==> src/rtl/teatris_carregador_mapas_if.sv <==
// Map-loader bus: start request, ROM address/data, board row-write handshake and status.
// The loader side uses modport master; the ROM/board/controller side uses modport slave.
interface teatris_carregador_mapas_if;
  logic        iniciar;
  logic [1:0]  nivel;
  logic [1:0]  variante;
  logic [3:0]  endereco;
  logic [63:0] padrao;
  logic        linha_escrita;
  logic [2:0]  linha_endereco;
  logic [7:0]  linha_dado;
  logic        linha_pronto;
  logic        ocupado;
  logic        concluido;
  logic [6:0]  blocos;

  modport master (
    input  iniciar, nivel, variante, padrao, linha_pronto,
    output endereco, linha_escrita, linha_endereco, linha_dado, ocupado, concluido, blocos
  );

  modport slave (
    output iniciar, nivel, variante, padrao, linha_pronto,
    input  endereco, linha_escrita, linha_endereco, linha_dado, ocupado, concluido, blocos
  );
endinterface

==> src/rtl/teatris_carregador_mapas.sv <==
// Loads a 64-bit map pattern from a 1-cycle ROM and writes it to the board as 8 rows; 10 cycles min.
// Row writes stall on linha_pronto=0 with row index/data held; no outputs depend combinationally on inputs.
module teatris_carregador_mapas (
  input  logic                          clock,
  input  logic                          reset_n,
  teatris_carregador_mapas_if.master    io_bus
);

  typedef enum logic [2:0] {
    OCIOSO,
    ESPERA1,
    ESPERA2,
    ESCREVE,
    FIM
  } estado_t;

  estado_t     r_estado;
  logic [3:0]  r_endereco;
  logic [63:0] r_buffer;
  logic        r_linha_escrita;
  logic [2:0]  r_linha_endereco;
  logic        r_ocupado;
  logic        r_concluido;
  logic [6:0]  r_blocos;

  logic [7:0]  w_linha_dado;
  logic        w_transfere;
  logic [3:0]  w_uns;

  function automatic logic [3:0] conta_uns(input logic [7:0] v);
    logic [3:0] n;
    n = '0;
    for (int i = 0; i < 8; i++) begin
      n = n + {3'b000, v[i]};
    end
    return n;
  endfunction

  // Row r sits at bits 63-8r down to 56-8r; {~r, 3'b111} is that top bit index.
  assign w_linha_dado = r_buffer[{~r_linha_endereco, 3'b111} -: 8];
  assign w_transfere  = r_linha_escrita && io_bus.linha_pronto;
  assign w_uns        = conta_uns(w_linha_dado);

  always_ff @(posedge clock or negedge reset_n) begin
    if (!reset_n) begin
      r_estado         <= OCIOSO;
      r_endereco       <= '0;
      r_buffer         <= '0;
      r_linha_escrita  <= 1'b0;
      r_linha_endereco <= '0;
      r_ocupado        <= 1'b0;
      r_concluido      <= 1'b0;
      r_blocos         <= '0;
    end else begin
      case (r_estado)
        OCIOSO: begin
          if (io_bus.iniciar) begin
            r_endereco       <= {io_bus.variante, io_bus.nivel};
            r_ocupado        <= 1'b1;
            r_blocos         <= '0;
            r_linha_endereco <= '0;
            r_estado         <= ESPERA1;
          end
        end
        ESPERA1: begin
          r_estado <= ESPERA2;
        end
        ESPERA2: begin
          r_buffer        <= io_bus.padrao;
          r_linha_escrita <= 1'b1;
          r_estado        <= ESCREVE;
        end
        ESCREVE: begin
          if (w_transfere) begin
            r_blocos <= r_blocos + {3'b000, w_uns};
            if (r_linha_endereco == 3'd7) begin
              r_linha_escrita <= 1'b0;
              r_concluido     <= 1'b1;
              r_estado        <= FIM;
            end else begin
              r_linha_endereco <= r_linha_endereco + 3'd1;
            end
          end
        end
        FIM: begin
          r_concluido <= 1'b0;
          r_ocupado   <= 1'b0;
          r_estado    <= OCIOSO;
        end
        default: begin
          r_estado <= OCIOSO;
        end
      endcase
    end
  end

  assign io_bus.endereco       = r_endereco;
  assign io_bus.linha_escrita  = r_linha_escrita;
  assign io_bus.linha_endereco = r_linha_endereco;
  assign io_bus.linha_dado     = w_linha_dado;
  assign io_bus.ocupado        = r_ocupado;
  assign io_bus.concluido      = r_concluido;
  assign io_bus.blocos         = r_blocos;

endmodule

==> src/flat_wrapper.sv <==
// flat-port wrapper written by rule: the top's interface ports become plain ports
module teatris_carregador_mapas_flat 
  (clock, reset_n, io_bus_iniciar, io_bus_nivel, io_bus_variante, io_bus_padrao, io_bus_linha_pronto, io_bus_endereco, io_bus_linha_escrita, io_bus_linha_endereco, io_bus_linha_dado, io_bus_ocupado, io_bus_concluido, io_bus_blocos);
  teatris_carregador_mapas_if io_bus_i ();
  input  logic clock;
  input  logic reset_n;
  input wire logic [$bits(io_bus_i.iniciar)-1:0] io_bus_iniciar;
  input wire logic [$bits(io_bus_i.nivel)-1:0] io_bus_nivel;
  input wire logic [$bits(io_bus_i.variante)-1:0] io_bus_variante;
  input wire logic [$bits(io_bus_i.padrao)-1:0] io_bus_padrao;
  input wire logic [$bits(io_bus_i.linha_pronto)-1:0] io_bus_linha_pronto;
  output wire logic [$bits(io_bus_i.endereco)-1:0] io_bus_endereco;
  output wire logic [$bits(io_bus_i.linha_escrita)-1:0] io_bus_linha_escrita;
  output wire logic [$bits(io_bus_i.linha_endereco)-1:0] io_bus_linha_endereco;
  output wire logic [$bits(io_bus_i.linha_dado)-1:0] io_bus_linha_dado;
  output wire logic [$bits(io_bus_i.ocupado)-1:0] io_bus_ocupado;
  output wire logic [$bits(io_bus_i.concluido)-1:0] io_bus_concluido;
  output wire logic [$bits(io_bus_i.blocos)-1:0] io_bus_blocos;
  assign io_bus_i.iniciar = io_bus_iniciar;
  assign io_bus_i.nivel = io_bus_nivel;
  assign io_bus_i.variante = io_bus_variante;
  assign io_bus_i.padrao = io_bus_padrao;
  assign io_bus_i.linha_pronto = io_bus_linha_pronto;
  assign io_bus_endereco = io_bus_i.endereco;
  assign io_bus_linha_escrita = io_bus_i.linha_escrita;
  assign io_bus_linha_endereco = io_bus_i.linha_endereco;
  assign io_bus_linha_dado = io_bus_i.linha_dado;
  assign io_bus_ocupado = io_bus_i.ocupado;
  assign io_bus_concluido = io_bus_i.concluido;
  assign io_bus_blocos = io_bus_i.blocos;
  teatris_carregador_mapas u_core (.clock(clock), .reset_n(reset_n), .io_bus(io_bus_i));
endmodule
==> config.mk <==
export PLATFORM = sky130hd
export DESIGN_NAME = teatris_carregador_mapas_flat
export DESIGN_NICKNAME = d
export VERILOG_FILES = /design/src/rtl/teatris_carregador_mapas_if.sv /design/src/rtl/teatris_carregador_mapas.sv /design/src/flat_wrapper.sv
export SDC_FILE = /design/constraint.sdc
export NUM_CORES = 1
export LEC_CHECK = 0
export ABC_CLOCK_PERIOD_IN_PS = 7450
export CAP_MARGIN = 20
export CORE_ASPECT_RATIO = 1.5
export CORE_MARGIN = 4
export CORE_UTILIZATION = 49
export DETAILED_ROUTE_END_ITERATION = 8
export PLACE_DENSITY_LB_ADDON = 0.2
export SETUP_SLACK_MARGIN = 0.1
export SYNTH_ARGS = -nofsm -noshare
export SYNTH_HDL_FRONTEND = slang
export SYNTH_SLANG_ARGS = --single-unit
==> constraint.sdc <==
create_clock -name clock -period 7.45 [get_ports clock]
set_input_delay 1.49 -clock clock [delete_from_list [all_inputs] [get_ports clock]]
set_output_delay 1.49 -clock clock [all_outputs]
set_load 0.005 [all_outputs]
# [Yosys cells after proc, flatten, opt, wreduce, memory -nomap -nowiden]
# Cells that the tools add are included.
[op_classes] n_reduce_logical=13 n_eq_ne=9 add_sub_neg=9 bitwise=1 mux=19 n_shift=1
[op_table] cell="71-bit by 7-bit indexed part select with 8-bit output" n=1
[op_table] cell="4-bit by 1-bit adder with 4-bit output" n=6
[op_table] cell="3-bit two-way mux" n=6
[op_table] cell="7-bit two-way mux" n=2
[op_table] cell="7-bit one-hot mux with 2 select lines" n=1
[op_table] cell="3-bit one-hot mux with 4 select lines" n=1
[op_table] cell="3-bit AND reduction" n=4
[op_table] cell="2-bit nonzero test" n=4
[op_table] cell="7-bit by 4-bit adder with 7-bit output" n=1
[op_table] cell="3-bit by 2-bit == test with 1-bit output, second input constant" n=2
[op_table] cell="3-bit == test, second input constant" n=2
[op_table] cell="1-bit one-hot mux with 2 select lines" n=3
[op_table] cell="3-bit one-hot mux with 2 select lines" n=1
[op_table] cell="1-bit two-way mux" n=5
[op_table] cell="2-bit by 1-bit inequality test with 1-bit output, second input constant" n=2
[op_table] cell="2-bit inequality test, second input constant" n=2
[op_table] cell="2-bit AND reduction" n=2
[op_table] cell="4-bit AND reduction" n=1
[op_table] cell="3-bit by 1-bit adder with 3-bit output, second input constant" n=1
[op_table] cell="3-bit by 1-bit == test with 1-bit output, second input constant" n=1
[op_table] cell="3-bit logical NOT" n=1
[op_table] cell="3-bit inverter" n=1
[op_table] cell="1-bit by 1-bit adder with 2-bit output" n=1
[op_table] cell="1-bit logical AND" n=1
[word_totals] output_inout_bits=25 regBits=84

# [Logic depth before layout (Yosys ltp)]
# Gate-level depths: netlist (run 1).
[depth] word_depth=12 depth_mapped=17 mapped_depth_nobuf=15

# [Least setup slack after synthesis (run 1)]
# No wires, ideal clock.
[synth_path] kind="register -> register" startpoint="register u_core.r_linha_endereco[0] (netlist: u_core.io_bus.linha_endereco[0])" endpoint="register u_core.r_blocos[4] (netlist: u_core.io_bus.blocos[4])" required_ns=7.309 synth_period_minus_slack_ns=4.638 path_slack_ns=2.812 setup_ns=0.141 arrival_time_ns=4.497 path_stages_with_launch=17 cell_sequence="dfrtp_1 buf_6 buf_6 mux4_2 mux2_2 ha_1 inv_1 fa_1 fa_1 fa_1 fa_1 xnor2_1 ha_1 nand3_1 a211oi_1 xnor2_1 nor2_1"
[synth_via] elab_chain_cells=12
[synth_rtl] item="start, declared" line_no="teatris_carregador_mapas.sv:21" text="logic [2:0] r_linha_endereco;"
[synth_rtl] item="start signal, assigned" line_no="teatris_carregador_mapas.sv:81" text="r_linha_endereco <= r_linha_endereco + 3'd1;"
[synth_rtl] item="3-bit inverter" line_no="teatris_carregador_mapas.sv:40" text="assign w_linha_dado = r_buffer[{~r_linha_endereco, 3'b111} -: 8];"
[synth_rtl] item="71-bit by 7-bit indexed part select with 8-bit output" line_no="teatris_carregador_mapas.sv:40"
[synth_rtl] item="named net io_bus_linha_dado[0]" line_no="flat_wrapper.sv:15" text="output wire logic [$bits(io_bus_i.linha_dado)-1:0] io_bus_linha_dado;"
[synth_rtl] item="1-bit by 1-bit adder with 2-bit output" line_no="teatris_carregador_mapas.sv:34" text="n = n + {3'b000, v[i]};"
[synth_rtl] item="4-bit by 1-bit adder with 4-bit output (6 in series)" line_no="teatris_carregador_mapas.sv:34"
[synth_rtl] item="7-bit by 4-bit adder with 7-bit output" line_no="teatris_carregador_mapas.sv:75" text="r_blocos <= r_blocos + {3'b000, w_uns};"
[synth_rtl] item="7-bit two-way mux" line_no="teatris_carregador_mapas.sv:74" text="if (w_transfere) begin"
[synth_rtl] item="7-bit one-hot mux with 2 select lines" line_no="teatris_carregador_mapas.sv:55" text="case (r_estado)"
[synth_rtl] item="end signal, assigned" line_no="teatris_carregador_mapas.sv:75"
[synth_rtl] item="end, declared" line_no="teatris_carregador_mapas.sv:24" text="logic [6:0] r_blocos;"
# The timed path passes the listed nets, and every way through them passes these cells. The select of a mux whose other input is x is not followed.
# A chain may end at the register's enable or synchronous reset.

# [Final worst setup path (run 1)]
[layout_path] startpoint="register u_core.r_linha_endereco[0] (netlist: u_core.io_bus.linha_endereco[0])" endpoint="register u_core.r_blocos[4] (netlist: u_core.io_bus.blocos[4])"
[layout_via] elab_chain_cells=12
[layout_rtl] item="3-bit inverter (*)" line_no="teatris_carregador_mapas.sv:40"
[layout_rtl] item="71-bit by 7-bit indexed part select with 8-bit output (*)" line_no="teatris_carregador_mapas.sv:40"
[layout_rtl] item="1-bit by 1-bit adder with 2-bit output" line_no="teatris_carregador_mapas.sv:34"
[layout_rtl] item="4-bit by 1-bit adder with 4-bit output (5 in series)" line_no="teatris_carregador_mapas.sv:34"
[layout_rtl] item="4-bit by 1-bit adder with 4-bit output (*)" line_no="teatris_carregador_mapas.sv:34"
[layout_rtl] item="7-bit by 4-bit adder with 7-bit output (*)" line_no="teatris_carregador_mapas.sv:75"
[layout_rtl] item="7-bit two-way mux (*)" line_no="teatris_carregador_mapas.sv:74"
[layout_rtl] item="7-bit one-hot mux with 2 select lines (*)" line_no="teatris_carregador_mapas.sv:55"
# Mark *: on every way between the ends. The rest lies on a longest branch, timed or not. The select of a mux whose other input is x is not followed.

==> results of run 1 <==
-- worst max-delay path: stages, from the launching register on --
cell      delay [ns]
dfrtp_1         0.67
buf_4           0.34
mux4_2          0.53
mux2i_1         0.31
fa_1            0.49
fa_1            0.46
fa_1            0.42
fa_1            0.39
xnor2_1         0.16
ha_1            0.32
nand3_1         0.11
a211oi_1        0.29
xnor2_1         0.15
nor2_1          0.05
-- through the flow --
| step | setup WS [ns] | util [%] | instance area, um2 | hold slack (ns) |
|---|---|---|---|---|
| after global placement | 2.68 | 62.9 | 5100 | 0.457 |
| final | 2.62 | 66.9 | 5430 | 0.483 |
| after detailed placement | 2.56 | 62.9 | 5100 | 0.470 |
| after global routing | 2.28 | 66.9 | 5430 | 0.516 |
| after floorplan | 2.81 | - | 4130 | 0.467 |
| after CTS | 2.56 | 66.6 | 5400 | 0.485 |
-- flip-flops by register name, summed over array words and instances, names as in the netlist --
name                          flops
u_core.io_bus.endereco            4
u_core.r_buffer                  64
u_core.io_bus.blocos              7
u_core.io_bus.concluido           1
u_core.io_bus.ocupado             1
u_core.r_estado                   3
u_core.io_bus.linha_endereco      3
u_core.io_bus.linha_escrita       1
-- cells in the mapped netlist --
cell / number
nor2_1: 7
nand3_1: 2
buf_6: 10
o22ai_1: 1
nor3_1: 1
or4b_4: 1
buf_1: 1
buf_2: 4
o21a_1: 1
mux2_2: 67
o21bai_1: 1
nor2b_1: 2
nor4b_2: 1
dfrtp_1: 84
a2bb2oi_1: 1
or3b_1: 1
a31o_1: 2
xnor2_1: 4
nand2_1: 23
and2_1: 1
a311oi_1: 1
a21o_1: 1
o21ai_0: 4
mux2i_1: 8
mux4_2: 16
clkbuf_1: 1
a211oi_1: 2
ha_1: 10
inv_1: 18
a21oi_1: 8
a21oi_4: 1
fa_1: 5
nand4_1: 3
nand3b_1: 1
-- path summary, 6_finish.rpt --
check	start	end	depth (start not counted)
min reg2reg	u_core.io_bus.endereco[0]	u_core.io_bus.endereco[0]	2
min in group asynchronous	reset_n	u_core.r_buffer[11]	1
max	u_core.io_bus.linha_endereco[0]	u_core.io_bus.blocos[4]	13
max in group asynchronous	reset_n	u_core.r_estado[0]	2
max reg2reg	u_core.io_bus.linha_endereco[0]	u_core.io_bus.blocos[4]	13
min	u_core.io_bus.endereco[0]	u_core.io_bus.endereco[0]	2
-- cells by family after synthesis --
| kind of cell | Yosys count |
|---|---|
| multiplexers | 91 |
| flip-flops | 84 |
| AND/OR/NAND/NOR | 43 |
| buffers and inverters | 34 |
| AO/OA/AOI/OAI | 23 |
| adder cells (fa/ha/maj) | 15 |
| XOR/XNOR | 4 |
-- routing by layer --
| layer | vias to the layer above | GRT usage (%) | routed length [um] |
|---|---|---|---|
| met4 | 0 | 7.87 | 169 |
| met5 | - | 0 | 0 |
| met2 | 65 | 32.2 | 4640 |
| met3 | 11 | 4.16 | 375 |
| li1 | 1237 | - | - |
| met1 | 1325 | 21.4 | 3390 |
-- layout make-up --
type                    count  area, um2
fillers                   631       2680
flip-flops and latches     84       2100
multi-input cells         176       1820
repair buffers             99       1000
clock buffers              12        256
well taps                 105        131
inverters                  18       67.6
clock inverters             4       47.5
==> Flow_metrics.wiki, run 1 <==
{| class="wikitable"
! Metric !! Value
|-
| Outcome || complete, no violations
|-
| Total number of H-tree levels || 3
|-
| Share of cell area taken by muxes after synthesis || 28.9%
|-
| Root Buffer || clkbuf_16
|-
| Max-slew violation count || 0
|-
| Number of violations reported at the end of detailed-routing iteration 0 || 112
|-
| CTS tree || done
|-
| Starting density of the core || 50.9%
|-
| TritonCTS Sinks || 84
|-
| Deepest clock path buffer count || 2
|-
| Required time of the critical path || 7.64 ns
|-
| Core Area || 8110 um2
|-
| Area share of fa/ha/maj cells after synthesis || 5.45%
|-
| Source-to-sink clock delay at the later pin of the worst-skew pair || 0.33 ns
|-
| Worst-path fanout max || 12
|-
| Synthesized-area fraction occupied by ao, oa, aoi and oai cells || 3.76%
|-
| Cell area after synthesis || 4130 um2
|-
| Die Height || 120 um
|-
| Tightest Pin Transition || 0.809 ns
|-
| Syn-to-layout area delta || 31.4%
|-
| Share of the yosys chip area belonging to registers || 50.9%
|-
| Worst Clk Skew || 0.00579 ns
|-
| Width of the die || 83.0 um
|-
| Flop and latch count out of synthesis || 84
|-
| Kind of launch point of the worst setup path || register
|-
| Vias post-DR || 2638
|-
| Placed cell count || 481
|-
| Global-route wire length before repair || 14100 um
|-
| Class of the tightest hold or removal check || register to register
|-
| Share of the synthesized area in the top cell type || 50.9%
|-
| Antenna-violating nets left || 0
|-
| Most common cell after layout, fill and taps aside || clkdlybuf4s50_1
|-
| Total congestion overflow after global routing || 0
|-
| Leading area contributor after synthesis || dfrtp_1
|-
| Netlist cell types || 34
|-
| Antenna diode instance count || 0
|-
| Endpoints failing setup || 0
|-
| CP Capture Type || register
|-
| Data arrival time of the critical path || 5.02 ns
|-
| Final Wtd Congestion || 0.829
|-
| Synth warn || 0
|-
| Via-to-Cell Ratio || 5.30
|-
| Post-synthesis cell count || 294
|-
| Flop2flop setup slack || 2.62 ns
|-
| Number of CTS-inserted buffers || 9
|-
| Share of the clock period used by the worst path after layout || 64.8%
|-
| Clock transition time at the flip-flop clock pins of the worst setup and hold paths || 0.06 ns
|-
| Total of max-cap violations || 0
|-
| I/O Buffers || 96
|-
| Maximum operating frequency || 207 MHz
|-
| Most frequent cells in the layout || clkdlybuf4s50_1 (95), dfrtp_1 (84), mux2_2 (67)
|-
| Post-CTS setup repair buffer count || 0
|-
| # DRC || 0
|-
| Standard-cell rows || 40
|-
| Die Area || 9990 um2
|-
| Largest cells by area after synthesis || dfrtp_1 (51%), mux2_2 (18%), mux4_2 (8.7%)
|-
| Layout cell share with drive strength beyond 1 || 27.0%
|-
| Remaining max-slew budget at the tightest pin || 46.0%
|-
| Number of global-route vias before repair || 2852
|-
| Filler-free cell count of the finished design || 498
|-
| Cts hold-fix bufs || 0
|-
| Final hold violation count || 0
|-
| Synthesized Nets || 381
|-
| Post-synthesis xor/xnor area fraction || 0.848%
|-
| RSZ-0062 raised after global routing || false
|-
| Number of instances resized during post-cts repair || 0
|-
| Simple logic cell fraction of the synthesized area || 5.09%
|-
| Category of the most critical setup path || register to register
|-
| Largest family of logic cells by synthesized area || multiplexers
|-
| Largest net degree at the start of global routing || 85
|-
| Hpwl dp || 6410 um
|-
| GRT Resource Usage Total || 18.3%
|-
| Final Critical Period || 4.83 ns
|-
| Final-layout setup total negative slack || 0 ns
|-
| Wire length reported by the detailed router || 8580 um
|-
| Initial antenna violation count || 0
|-
| Syn Area/Cell || 14.0 um2
|-
| Top-level port count || 97
|-
| Final Net Count || 475
|-
| Routed wirelength normalized by instance count || 17.2 um
|-
| First-pass iteration count of the detailed router || 4
|}
Power of run 1 is not shown: default switching activity piles up to over one toggle a cycle in this logic, so the estimate is an artifact.
==> inputs of run 2 (changes only) <==
ABC_CLOCK_PERIOD_IN_PS = 3980   (was 7450)
CORE_UTILIZATION = 45   (was 49)
clock period = 3.98 ns   (was 7.45 ns; I/O delays follow)
==> run 2 against run 1 <==
Effect of this change:
- the flow now finishes with violations (setup timing)
- critical path depth increased by 2
- die area increased by 8.1%
- clock skew increased by 0.00065 ns
- largest cell class unchanged
==> Flow_metrics.wiki, run 2 (synthesis gave the netlist of run 1 again) <==
{| class="wikitable"
! Metric !! Value
|-
| Routed wirelength normalized by instance count || 17.4 um (+0.80%)
|-
| Vias post-DR || 2691 (+2.0%)
|-
| Length in cells of the worst reg-to-reg path || 15 (+2)
|-
| CP max stage delay || 0.49 ns (-0.18 ns)
|-
| Number of global-route vias before repair || 2941 (+3.1%)
|-
| Number of CTS-inserted buffers || 9 (unchanged)
|-
| Clock transition time at the flip-flop clock pins of the worst setup and hold paths || 0.06 ns (about the same)
|-
| Antenna diode instance count || 0 (unchanged)
|-
| First-pass iteration count of the detailed router || 4 (unchanged)
|-
| Data arrival time of the critical path || 4.66 ns (-0.36 ns)
|-
| Total number of H-tree levels || 3 (unchanged)
|-
| # DRC || 0 (unchanged)
|-
| Kind of launch point of the worst setup path || register
|-
| Endpoints failing setup || 6 (+6)
|-
| Reg-to-Reg Start || u_core.io_bus.linha_endereco[0]
|-
| Share of the clock period used by the worst path after layout || 112% (+47 points)
|-
| Total congestion overflow after global routing || 0 (unchanged)
|-
| Critical path cell sequence || buf_12, mux4_2, mux2_4, ha_4, inv_2, fa_1, fa_1, fa_2, fa_2, xnor2_1, ha_1, buf_4, xnor2_2, nor2_1, mux2_4
|-
| Total of max-cap violations || 0 (unchanged)
|-
| Width of the die || 86.2 um (+3.9%)
|-
| Flop2flop setup slack || -0.46 ns (-3.08 ns)
|-
| Standard-cell rows || 42 (+5.0%)
|-
| Placed cell count || 499 (+3.7%)
|-
| Maximum operating frequency || 225 MHz (+8.7%)
|-
| Flip-flop count of the largest register after layout || 64 (unchanged)
|-
| TritonCTS Sinks || 84 (unchanged)
|-
| End of the worst register-to-register path || u_core.io_bus.blocos[2]
|-
| Most common cell after layout, fill and taps aside || clkdlybuf4s50_1
|-
| Worst-path fanout max || 6 (-6)
|-
| RSZ-0062 raised after global routing || true
|-
| Required time of the critical path || 4.20 ns (-3.44 ns)
|-
| Hpwl dp || 6840 um (+6.7%)
|-
| Biggest register || u_core.r_buffer
|-
| Final-layout setup total negative slack || -2.29 ns (-2.29 ns)
|-
| Deepest clock path buffer count || 2 (unchanged)
|-
| Syn-to-layout area delta || 36.1%
|-
| Most frequent cells in the layout || clkdlybuf4s50_1 (95), dfrtp_1 (84), mux2_2 (64)
|-
| Top-level port count || 97 (unchanged)
|-
| Final WS setup || -0.462 ns (-3.08 ns)
|-
| Worst Clk Skew || 0.00644 ns (+0.000650 ns)
|-
| Placed Instance Area || 5260 um2 (+3.2%)
|-
| Met1 routed wirelength after detailed routing || 3420 um (+0.68%)
|-
| Outcome || finished, violations left
|-
| Source-to-sink clock delay at the later pin of the worst-skew pair || 0.33 ns (about the same)
|-
| Top routing layer in use || met4
|-
| Failing checks || setup timing
|-
| Final hold violation count || 0 (unchanged)
|-
| Global-route wire length before repair || 14700 um (+4.0%)
|-
| CP Capture Type || register
|-
| Tightest Pin Transition || 0.992 ns (+0.183 ns)
|-
| Layout cell share with drive strength beyond 1 || 33.3% (+6.4 points)
|-
| GRT Resource Usage Total || 17.7% (-0.64 points)
|-
| I/O Buffers || 96 (unchanged)
|-
| Largest net degree at the start of global routing || 85 (unchanged)
|-
| Die Area || 10800 um2 (+8.1%)
|-
| Filler-free cell count of the finished design || 518 (+4.0%)
|-
| Routed length on met3 || 498 um (+33%)
|-
| Final Wtd Congestion || 0.800 (-3.6%)
|-
| Slowest CP cell || fa_1
|-
| Antenna-violating nets left || 0 (unchanged)
|-
| Final Instance Area || 5620 um2 (+3.5%)
|-
| Wire length reported by the detailed router || 9000 um (+4.8%)
|-
| Die Height || 125 um (+4.1%)
|-
| Class of the tightest hold or removal check || input pin to asynchronous set/reset pin
|-
| Category of the most critical setup path || register to register
|-
| Max-slew violation count || 0 (unchanged)
|-
| CTS tree || done
|-
| Met2 wire len || 4880 um (+5.2%)
|-
| Number of violations reported at the end of detailed-routing iteration 0 || 116 (+3.6%)
|-
| Starting density of the core || 46.5% (-4.4 points)
|-
| Root Buffer || clkbuf_16
|-
| Cts hold-fix bufs || 0 (unchanged)
|-
| Core Area || 8880 um2 (+9.5%)
|-
| Via-to-Cell Ratio || 5.19 (-1.9%)
|-
| Remaining max-slew budget at the tightest pin || 33.9% (-12 points)
|-
| Final Net Count || 490 (+3.2%)
|-
| Final Critical Period || 4.44 ns (-0.388 ns)
|-
| Initial antenna violation count || 0 (unchanged)
|}
[run 2: changes by cell type in the layout (fill, tap and decap cells not counted), sizes merged]
cell,delta
buf,+15
bufinv,-1
clkinvlp,+1
[run 2: layer usage]
metal | up-vias | track usage [%]
li1 | 1258 | -
met1 | 1345 | 20.6
met2 | 76 | 30.7
met3 | 12 | 4.87
met4 | 0 | 6.61
met5 | - | 0
[run 2: layout make-up]
cell class                 instances  area, um2
fill                             700       3260
sequential                        84       2100
multi-input combinational        176       1920
timing repair buffer             114       1130
clock buffer                      12        246
tap                              110        138
inverter                          18       67.6
clock inverter                     4       25.0
[run 2: metrics by stage]
step | util, % | setup slack, ns | hold slack (ns)
after floorplan | - | -0.514 | 0.467
after global placement | 59.2 | -0.386 | 0.458
after detailed placement | 59.2 | -0.498 | 0.462
after CTS | 62.5 | -0.482 | 0.477
after global routing | 63.3 | -0.618 | 0.417
final | 63.3 | -0.462 | 0.397
[run 2: critical path: cells and delay by family (launching register included)]
family	cells	cell delay [ns]
xor+xnor	2	0.28
fa+ha+maj	6	2.24
flops	1	0.39
mux	3	1.03
buf+inv	3	0.32
simple gates	1	0.05
[run 2: repair_timing]
item,4_1_cts,5_1_grt
pin swaps,3,3
setup buffers,1,1
hold endpoints to repair,0,0
cloned,0,0
endpoints found under the setup margin,6,6
resized for setup,4,5
[run 2: worst max-delay path by stage]
stage	startpoint	end	slack (ns)	cells past startpoint
after detailed placement	u_core.io_bus.linha_endereco[0]	u_core.io_bus.blocos[5]	-0.50	15
after global placement	u_core.io_bus.linha_endereco[0]	u_core.io_bus.blocos[4]	-0.39	15
after CTS	u_core.io_bus.linha_endereco[0]	u_core.io_bus.blocos[2]	-0.48	14
after floorplan	u_core.io_bus.linha_endereco[0]	u_core.io_bus.blocos[6]	-0.51	16
final	u_core.io_bus.linha_endereco[0]	u_core.io_bus.blocos[2]	-0.46	15
after global routing	u_core.io_bus.linha_endereco[0]	u_core.io_bus.blocos[2]	-0.62	15
Power of run 2 is left out for the same reason.
